### src/rtl/hack_gate_flag_unit.sv
// Registered NOT / AND2 / OR8 gate banks with zero and negative status flags for the Hack ALU.
// Optional sticky zero flag enabled by defining STICKY_ZR_EN.
module hack_gate_flag_unit #(
  parameter int unsigned WIDTH = 16
) (
  input  logic                 clk,
  input  logic                 rst_n,
  input  logic                 in_valid,
  input  logic [WIDTH-1:0]     a,
  input  logic [WIDTH-1:0]     b,
  input  logic                 clr_flag,
  output logic                 out_valid,
  output logic [WIDTH-1:0]     not_a,
  output logic [WIDTH-1:0]     and_ab,
  output logic [WIDTH/8-1:0]   or8,
  output logic                 zr,
  output logic                 ng,
  output logic                 zr_sticky
);

  localparam int unsigned NBYTES = WIDTH / 8;

  logic [WIDTH-1:0]  not_d;
  logic [WIDTH-1:0]  and_d;
  logic [NBYTES-1:0] or8_d;
  logic              zr_d;
  logic              ng_d;

  // zr is built from the OR8 bank outputs rather than a separate wide reduction
  always_comb begin
    not_d = ~a;
    and_d = a & b;
    or8_d = '0;
    for (int unsigned k = 0; k < NBYTES; k++) begin
      or8_d[k] = |a[8*k +: 8];
    end
    zr_d = ~(|or8_d);
    ng_d = 1'b1 & a[WIDTH-1];
  end

  always_ff @(posedge clk) begin
    if (!rst_n) begin
      out_valid <= 1'b0;
      not_a     <= '0;
      and_ab    <= '0;
      or8       <= '0;
      zr        <= 1'b0;
      ng        <= 1'b0;
    end else begin
      out_valid <= in_valid;
      if (in_valid) begin
        not_a  <= not_d;
        and_ab <= and_d;
        or8    <= or8_d;
        zr     <= zr_d;
        ng     <= ng_d;
      end
    end
  end

`ifdef STICKY_ZR_EN
  // A valid zero input takes priority over a simultaneous clear
  always_ff @(posedge clk) begin
    if (!rst_n) begin
      zr_sticky <= 1'b0;
    end else if (in_valid && zr_d) begin
      zr_sticky <= 1'b1;
    end else if (clr_flag) begin
      zr_sticky <= 1'b0;
    end
  end
`else
  logic unused_clr_flag;
  assign unused_clr_flag = clr_flag;
  assign zr_sticky       = 1'b0;
`endif

endmodule

### config.mk
export PLATFORM = sky130hd
export DESIGN_NAME = hack_gate_flag_unit
export DESIGN_NICKNAME = d
export VERILOG_FILES = /design/src/rtl/hack_gate_flag_unit.sv
export SDC_FILE = /design/constraint.sdc
export NUM_CORES = 1
export LEC_CHECK = 0
export BUFFER_PORTS_ARGS = -buffer_cell sky130_fd_sc_hd__buf_2
export CORE_ASPECT_RATIO = 1.75
export CORE_MARGIN = 2
export CORE_UTILIZATION = 35
export CTS_BUF_LIST = sky130_fd_sc_hd__clkbuf_2
export DETAILED_ROUTE_END_ITERATION = 8
export PLACE_DENSITY = 0.66
export SLEW_MARGIN = 15
export SYNTH_ARGS = -nofsm -noshare
export SYNTH_HDL_FRONTEND = slang
export SYNTH_SLANG_ARGS = --single-unit
export TNS_END_PERCENT = 10
### constraint.sdc
create_clock -name clk -period 0.8 [get_ports clk]
set_input_delay 0.04 -clock clk [delete_from_list [all_inputs] [get_ports clk]]
set_output_delay 0.04 -clock clk [all_outputs]
set_load 0.01 [all_outputs]
==> results.md, run 1 <==
- The flow ran to the end, but the final reports show violations.
- The final reports fail on negative setup slack.
- The post-route worst setup slack is -0.0965 ns.
- Once detail routing completed, the nets flagged for antenna violations numbered 0.
- The share of layout cells above drive strength 1 is 0.527.
- In this run, post-CTS hold repair placed 28 buffers.
- For this run, the total global-route usage over all layers was measured as 0.191.
- Setup repair after global routing could not meet its margin everywhere.
- The count of TritonRoute iterations in the first routing pass is 4.
- The largest clock skew in the final design is 0 ns.
- The achievable frequency is ~1100 MHz.
- The min-delay analysis places its worst path in the category primary input to register.
- The design draws 3.61 mW.
- In the finished design, the share of the clock period the worst path needs comes to 1.12.
- The total setup violations reported at the end of the flow is 38.
- The share of the Yosys chip area taken by registers is 0.499.
- The delay of the slowest cell on the worst path is between 0.3 and 0.4 ns.
- In this run, CTS created clock tree buffers numbering 5.
- The floorplan has 31 rows.
- The clock passes through at most 2 buffers.
- The netlist uses 21 different library cells.
- The reg-to-reg critical path startpoint is or8[0].
- The pin count of the biggest net entering global routing is 23.
- The floorplan step set the die height to 90.2 microns.
- The final RePlAce weighted congestion is 0.874.
- The critical path startpoint category is a register.
- The area occupied by multi-input gates is 658 sq um.
- The number of warnings issued by yosys is 0.
- The top cell type by total area after synthesis is sky130_fd_sc_hd__dfxtp_1.
- The final global-route overflow total is 0.
- The CTS tree is yes.
- The HPWL after detailed placement is between 2000 and 3000 microns.
- The layout has about 340 filler cells.
- In the final design database the tool counted 295 nets.
- The critical path class is register to output port.
- The number of buffers and inverters on the critical path is 1.
- The instance count of the mapped netlist is ~150.
- The mean instance size in the synthesized netlist is slightly above 10 sq um.
- The final setup TNS is -2.92 ns.
- The clock-pin slew on the worst setup and hold paths is 0.18 ns.
- Sorting the synthesized cells by how often they occur yields sky130_fd_sc_hd__dfxtp_1, sky130_fd_sc_hd__nand3_1, sky130_fd_sc_hd__o211a_1.
- The floorplan die width is 53.2 microns.
- The via count of the first global-routing pass was about 1500.
- The area of the die is between 4000 and 5000 sq um.
- In this run the most critical hold path is launched from a[11].
- The worst ir drop on vdd is between 1 and 1.5 mV.
- The tightest hold margin is 0.0220 ns.
- For the worst setup path, the data arrival time is approximately 0.86 ns.
- The I/O pin total is 74.
- The total of flip-flops plus latches after synthesis is 37.
- The area of the placeable core is 4110 sq um.
- The area share of the leading cell type in the synthesized netlist is 0.499.
- The detailed-route vias per instance is about 4.7.
- The first-pass GRT wire length is slightly below 7000 microns.
- The number of nets in the synthesized netlist is between 150 and 200.
- The routed design has around 4300 microns of wire.
- Port buffering added a little over 70 buffers.
- For this design, the slowest cell found on the critical path is sky130_fd_sc_hd__dfxtp_2.
- In this run the worst path has a maximum fanout of 2.
- Power spread over the standard cell area amounts to 1410 nW/um^2.
- The total vias in the final route is ~1400.
- The leakage power total is 1.23 nW.
- The number of H-tree levels is 2.
- The mapped netlist covers between 1000 and 1500 sq um.
- In the final layout, flip-flops and latches occupy slightly below 800 sq um.
- The number of violations reported at the end of detailed-routing iteration 0 is 19.
- After detailed routing, the number of remaining DRC violations is 0.
- The count of endpoints failing hold in the final timing report is 0.
- The count of inserted antenna diode cells is 0.
- Across the run, the number of max-cap violations was 0.
- Clock latency on the worst-skew pair, taken at its later pin, is between 0.3 and 0.4 ns.
- Timing analysis after detailed placement gives a worst setup slack of -0.0544 ns.
- The max-slew violation total from the final report came to 0.
- Walking the worst path, the cells encountered are buf_6.
- The startpoint of the worst setup timing path is or8[1].
- The endpoint required time on the critical path is 0.76 ns.
- In the final routed layout, each cell accounts on average for between 10 and 15 microns.
- sky130_fd_sc_hd__dfxtp_1 is the most common cell in the netlist.
- The worst setup path is captured at an output port.
- Sorting the synthesized cells by area gives the leading types as sky130_fd_sc_hd__dfxtp_1, sky130_fd_sc_hd__o211a_1, sky130_fd_sc_hd__nand2b_1.
- Grouping stages by cell kind, the critical path spends the most delay in flip-flops.
- For this configuration, the core starts out at a cell density of 0.361.
- The initial antenna violation count is 0.
- The cell at the root of the clock tree is sky130_fd_sc_hd__clkbuf_2.
- The number of flops mapped to enable cells by yosys is 0.
- The area growth from synthesis to layout is 72.7%.
- Counting I/O delays and the setup requirement, the final critical path takes about 0.9 ns.
- The sink count of the clock tree is 37.
- After synthesis, the share of flip-flops with an asynchronous set or reset is 0.
- The leading register cell type out of synthesis is sky130_fd_sc_hd__dfxtp_1.
==> logic make-up (layout without fill, tap and decap cells) <==
| logic type | Yosys count | count (layout) | share of synthesized area |
|---|---|---|---|
| compound gates | 34 | 34 | 0.200 |
| simple gates | 58 | 58 | 0.227 |
| other cells | 1 | 1 | 0.00252 |
| flops | 37 | 37 | 0.499 |
| mux | 2 | 2 | 0.0135 |
| buf+inv | 14 | 128 | 0.0581 |
==> metal layers <==
layer,vias to the layer above,global-route usage,share of wire
li1,740,-,-
met1,642,0.205,0.38
met2,48,0.325,0.53
met3,13,0.0498,0.051
met4,0,0.0962,0.031
met5,-,0,0
==> metrics by stage <==
stage,instance area (sq um),utilization,std cells
6_report,2560,0.624,309
5_1_grt,2560,0.624,309
4_1_cts,2570,0.625,309
3_5_place_dp,1970,0.478,271
3_3_place_gp,1970,0.478,271
2_1_floorplan,1490,-,146
==> placed cells by master (no fill, tap or decap), types with 2 or more instances in the layout <==
cell type and count:
sky130_fd_sc_hd__nand2_1 16, sky130_fd_sc_hd__clkinv_1 2, sky130_fd_sc_hd__mux2i_1 2, sky130_fd_sc_hd__a21boi_1 13, sky130_fd_sc_hd__o211a_1 17, sky130_fd_sc_hd__dlygate4sd3_1 27, sky130_fd_sc_hd__buf_6 36, sky130_fd_sc_hd__buf_2 36
sky130_fd_sc_hd__nor4_4 2, sky130_fd_sc_hd__a21boi_0 3, sky130_fd_sc_hd__and2_1 2, sky130_fd_sc_hd__nand3_1 18, sky130_fd_sc_hd__buf_4 19, sky130_fd_sc_hd__nand2b_1 16, sky130_fd_sc_hd__clkbuf_2 5, sky130_fd_sc_hd__dfxtp_2 36
==> power breakdown <==
group / switching, mW / internal [mW]
sequential: 0.0673 / 1.96
combinational: 0.315 / 0.493
clock: 0.584 / 0.192
==> sequential cells by signal (all words and copies together) (netlist names) <==
signal	flops
not_a	16
zr	1
ng	1
or8	2
and_ab	16
out_valid	1
==> worst reg2reg max path: stages, from the launching register on <==
cell                      delay (ns)
sky130_fd_sc_hd__dfxtp_2        0.36
sky130_fd_sc_hd__buf_4          0.12
sky130_fd_sc_hd__o211a_1        0.20
==> what timing repair did <==
| action | CTS | global route |
|---|---|---|
| buffers inserted | 2 | 0 |
| hold endpoints to repair | 30 | 1 |
| resized for setup | 74 | 1 |
| setup endpoints to repair | 37 | 39 |
==> final timing paths <==
check                    end  slack [ns]  cells after the start
setup / recovery      or8[1]        -0.1                      1
hold reg to reg   and_ab[11]        0.48                      2
setup reg to reg      or8[0]        0.04                      2
hold / removal            zr        0.02                      4
==> layout make-up <==
cell class / instances / area share
Sequential cell: 37 / 0.306
Clock buffer: 5 / 0.00976
Inverter: 1 / 0.00146
Clock inverter: 3 / 0.00488
Tap cell: 49 / 0.0239
Timing Repair Buffer: 119 / 0.397
Multi-Input combinational cell: 95 / 0.257
No activity file was read; power rests on OpenSTA's default activity.
==> inputs of run 2 (changes only) <==
--- a/config.mk
+++ b/config.mk
@@ -6,12 +6,13 @@
 export NUM_CORES = 1
 export LEC_CHECK = 0
 export BUFFER_PORTS_ARGS = -buffer_cell sky130_fd_sc_hd__buf_2
+export CAP_MARGIN = 20
 export CORE_ASPECT_RATIO = 1.75
 export CORE_MARGIN = 2
 export CORE_UTILIZATION = 35
 export CTS_BUF_LIST = sky130_fd_sc_hd__clkbuf_2
 export DETAILED_ROUTE_END_ITERATION = 8
-export PLACE_DENSITY = 0.66
+export GPL_ROUTABILITY_DRIVEN = 1
 export SLEW_MARGIN = 15
 export SYNTH_ARGS = -nofsm -noshare
 export SYNTH_HDL_FRONTEND = slang
==> constraint.sdc (replaced) <==
create_clock -name clk -period 0.95 [get_ports clk]
set_input_delay 0.0475 -clock clk [delete_from_list [all_inputs] [get_ports clk]]
set_output_delay 0.0475 -clock clk [all_outputs]
set_load 0.01 [all_outputs]
==> run 2 against run 1 <==
The run now ends clean. Register-to-register slack better by 0.24 ns. Hold slack gained 0.0024 ns. Power is 18% lower. Core utilization is 2.5 points lower. Clock skew unchanged. Count of clock-buffer cells in the layout unchanged. Sequential share of layout area up 1.3 points. Critical endpoint is now zr. Highest routed layer unchanged.
==> results.md, run 2 (synthesis results as in run 1) <==
- The worst min-delay path category is primary input to register (unchanged).
- The critical path class is primary input to register (was register to output port).
- The launch point of the worst hold path is a[15] (was a[11]).
- The share of layout cells above drive strength 1 is 0.496 (was 0.527).
- The total setup violations reported at the end of the flow is 0 (was 38).
- The worst reg-to-reg setup slack is 0.28 ns (was 0.04 ns).
- The leakage power total is 1.19 nW (was 1.23 nW).
- The net count of the finished layout is 285 (was 295).
- The floorplan die width was 53.2 microns (unchanged).
- The first-pass GRT wire length is 6270 microns (was 6840 microns).
- The final setup TNS is 0 ns (was -2.92 ns).
- The area of the placeable core is 4110 sq um (unchanged).
- The most common cell after layout, fill and taps aside is sky130_fd_sc_hd__buf_2.
- The CTS tree is yes (unchanged).
- The number of max-cap violations is 0 (unchanged).
- The routed wire length is 4370 microns (was 4290 microns).
- The minimum setup slack after placement was 0.0563 ns (was -0.0544 ns).
- The starting utilization of the core area is 0.361 (unchanged).
- The average wire per cell in the routed design is 14.7 microns (was 13.9 microns).
- The signed area change from the synthesized netlist to the final layout is 65.9% (was 72.7%).
- Largest registers: and_ab: 16 flops, not_a: 16 flops, or8: 2 flops (unchanged).
- The worst endpoint data arrival time was 1.23 ns (was 0.86 ns).
- The highest net fanout along the worst path is 3 (was 2).
- Subtracting the final worst setup slack from the clock period gives about 0.94 ns.
- The number of buffers created by CTS is 5 (unchanged).
- The post-route worst setup slack is 0.00932 ns (was -0.0965 ns).
- The pin count of the biggest net entering global routing is 26 (was 23).
- The clock latency at the later pin of the worst-skew pair is 0.35 ns (was 0.36 ns).
- The final global-route overflow total is 0 (unchanged).
- The number of H-tree levels came to 2 (unchanged).
- The critical path startpoint category is a primary input (was register).
- The post-CTS setup-driven buffer insertion count is 0 (was 2).
- The critical register-to-register path endpoint is not_a[15] (was or8[0]).
- The detailed-route vias per instance is 4.86 (was 4.67).
- The count of inserted antenna diode cells was 0 (unchanged).
- The power per standard cell area came to 1210 nW/um^2 (was 1410 nW/um^2).
- The clock-pin slew on the worst setup and hold paths is 0.16 ns (was 0.18 ns).
- The count of input and output buffers is 71 (unchanged).
- The worst-case reg-to-reg path depth is 3 (was 2).
- The I/O pin total is 74 (unchanged).
- The area of the die was 4800 sq um (unchanged).
- The reg-to-reg critical path startpoint is not_a[15] (was or8[0]).
- Top library cells by usage in the layout, fill and taps aside: sky130_fd_sc_hd__buf_2, sky130_fd_sc_hd__dfxtp_2, sky130_fd_sc_hd__dlygate4sd3_1 (was sky130_fd_sc_hd__dfxtp_2, sky130_fd_sc_hd__buf_2, sky130_fd_sc_hd__buf_6).
- The worst ir drop on vdd is 0.966 mV (was 1.08 mV).
- Of the available clock period, the critical path in the final layout requires 0.990.
- The count of TritonRoute iterations in the first routing pass is 4 (unchanged).
- The cell at the root of the clock tree is sky130_fd_sc_hd__clkbuf_2 (unchanged).
- The achievable frequency is between 1000 and 1500 MHz.
- The final RePlAce weighted congestion was 0.703 (was 0.874).
- The endpoint required time on the critical path is 1.24 ns (was 0.76 ns).
- The kind of end point of the critical path is a register (was output port).
- The HPWL after detailed placement is 2870 microns (was 2720 microns).
- The sink count of the clock tree is 37 (unchanged).
- The cell area after placement is 1900 sq um (was 1970 sq um).
- The count of unresolved DRC violations after routing is 0 (unchanged).
- The number of violations reported at the end of detailed-routing iteration 0 was 21 (was 19).
- The overall global routing resource usage is 0.179 (was 0.191).
- The overall power consumption was 2.97 mW (was 3.61 mW).
- The total vias in the final route came to 1444 (was 1443).
- The largest clock skew in the final design came to 0 ns (unchanged).
- The number of rows in the core area is 31 (unchanged).
- The count of nets left with antenna violations after detail routing was 0 (unchanged).
- The hold-critical path endpoint is ng (was zr).
- The maximum buffer depth of the clock tree is 2 (unchanged).
- The die height is 90.2 microns (unchanged).
- The post-layout instance area was 2460 sq um (was 2560 sq um).
- The max-slew violation total from the final report is 0 (unchanged).
- Run status: completed (was complete, but fails checks).
- The initial antenna violation count is 0 (unchanged).
- RSZ-0062 raised after global routing: yes (unchanged).
- The count of endpoints failing hold in the final timing report is 0 (unchanged).
- The count of fill cells added during filler insertion was 372 (was 343).
- The number of stages on the worst hold path is 3 (was 4).
- The via count of the first global-routing pass came to 1372 (was 1521).
==> run 2: worst max-delay path by stage <==
stage,from,to,cells after the start
after global routing,zr,zr,1
after floorplan,in_valid,not_a[7],3
after global placement,a[1],or8[0],4
final,a[10],zr,4
after CTS,and_ab[15],and_ab[15],1
after detailed placement,a[1],zr,4
==> run 2: stage by stage <==
stage,hold slack (ns),utilization,std cells
2_1_floorplan,0.198,-,146
3_3_place_gp,0.320,0.463,261
3_5_place_dp,0.324,0.463,261
4_1_cts,0.00284,0.551,299
5_1_grt,0.0155,0.599,297
6_report,0.0244,0.599,297
==> run 2: per-layer routing <==
metal | wire, microns | vias up | GRT usage | share of wire
met2 | 2320 | 60 | 0.320 | 0.53
met1 | 1690 | 663 | 0.191 | 0.39
li1 | - | 714 | - | -
met4 | 77 | 0 | 0.0641 | 0.018
met5 | 0 | - | 0 | 0
met3 | 291 | 7 | 0.0449 | 0.067
==> run 2: where the power goes <==
part / switching, mW / internal (mW)
Sequential: 0.0529 / 1.65
Combinational: 0.260 / 0.376
Clock: 0.483 / 0.150
==> run 2: layout make-up <==
class | count | area, sq um | area share
well taps | 49 | 61.3 | 0.0249
inverters | 1 | 3.75 | 0.00152
multi-input cells | 95 | 664 | 0.270
repair buffers | 109 | 918 | 0.373
flip-flops and latches | 37 | 786 | 0.319
clock buffers | 5 | 25.0 | 0.0102
clock inverters | 1 | 5.00 | 0.00203
==> run 2: worst max-delay path: stages <==
cell and delay (ns):
sky130_fd_sc_hd__dlygate4sd3_1 0.61, sky130_fd_sc_hd__nor4_4 0.25, sky130_fd_sc_hd__nand3_1 0.13, sky130_fd_sc_hd__o22ai_2 0.18
==> run 2: repair_timing <==
action	in CTS	in global routing
endpoints found under the setup margin	7	37
hold buffers	32	0
cloned	0	0
hold endpoints to repair	30	0
gates resized for setup	7	61
pin swaps	0	4
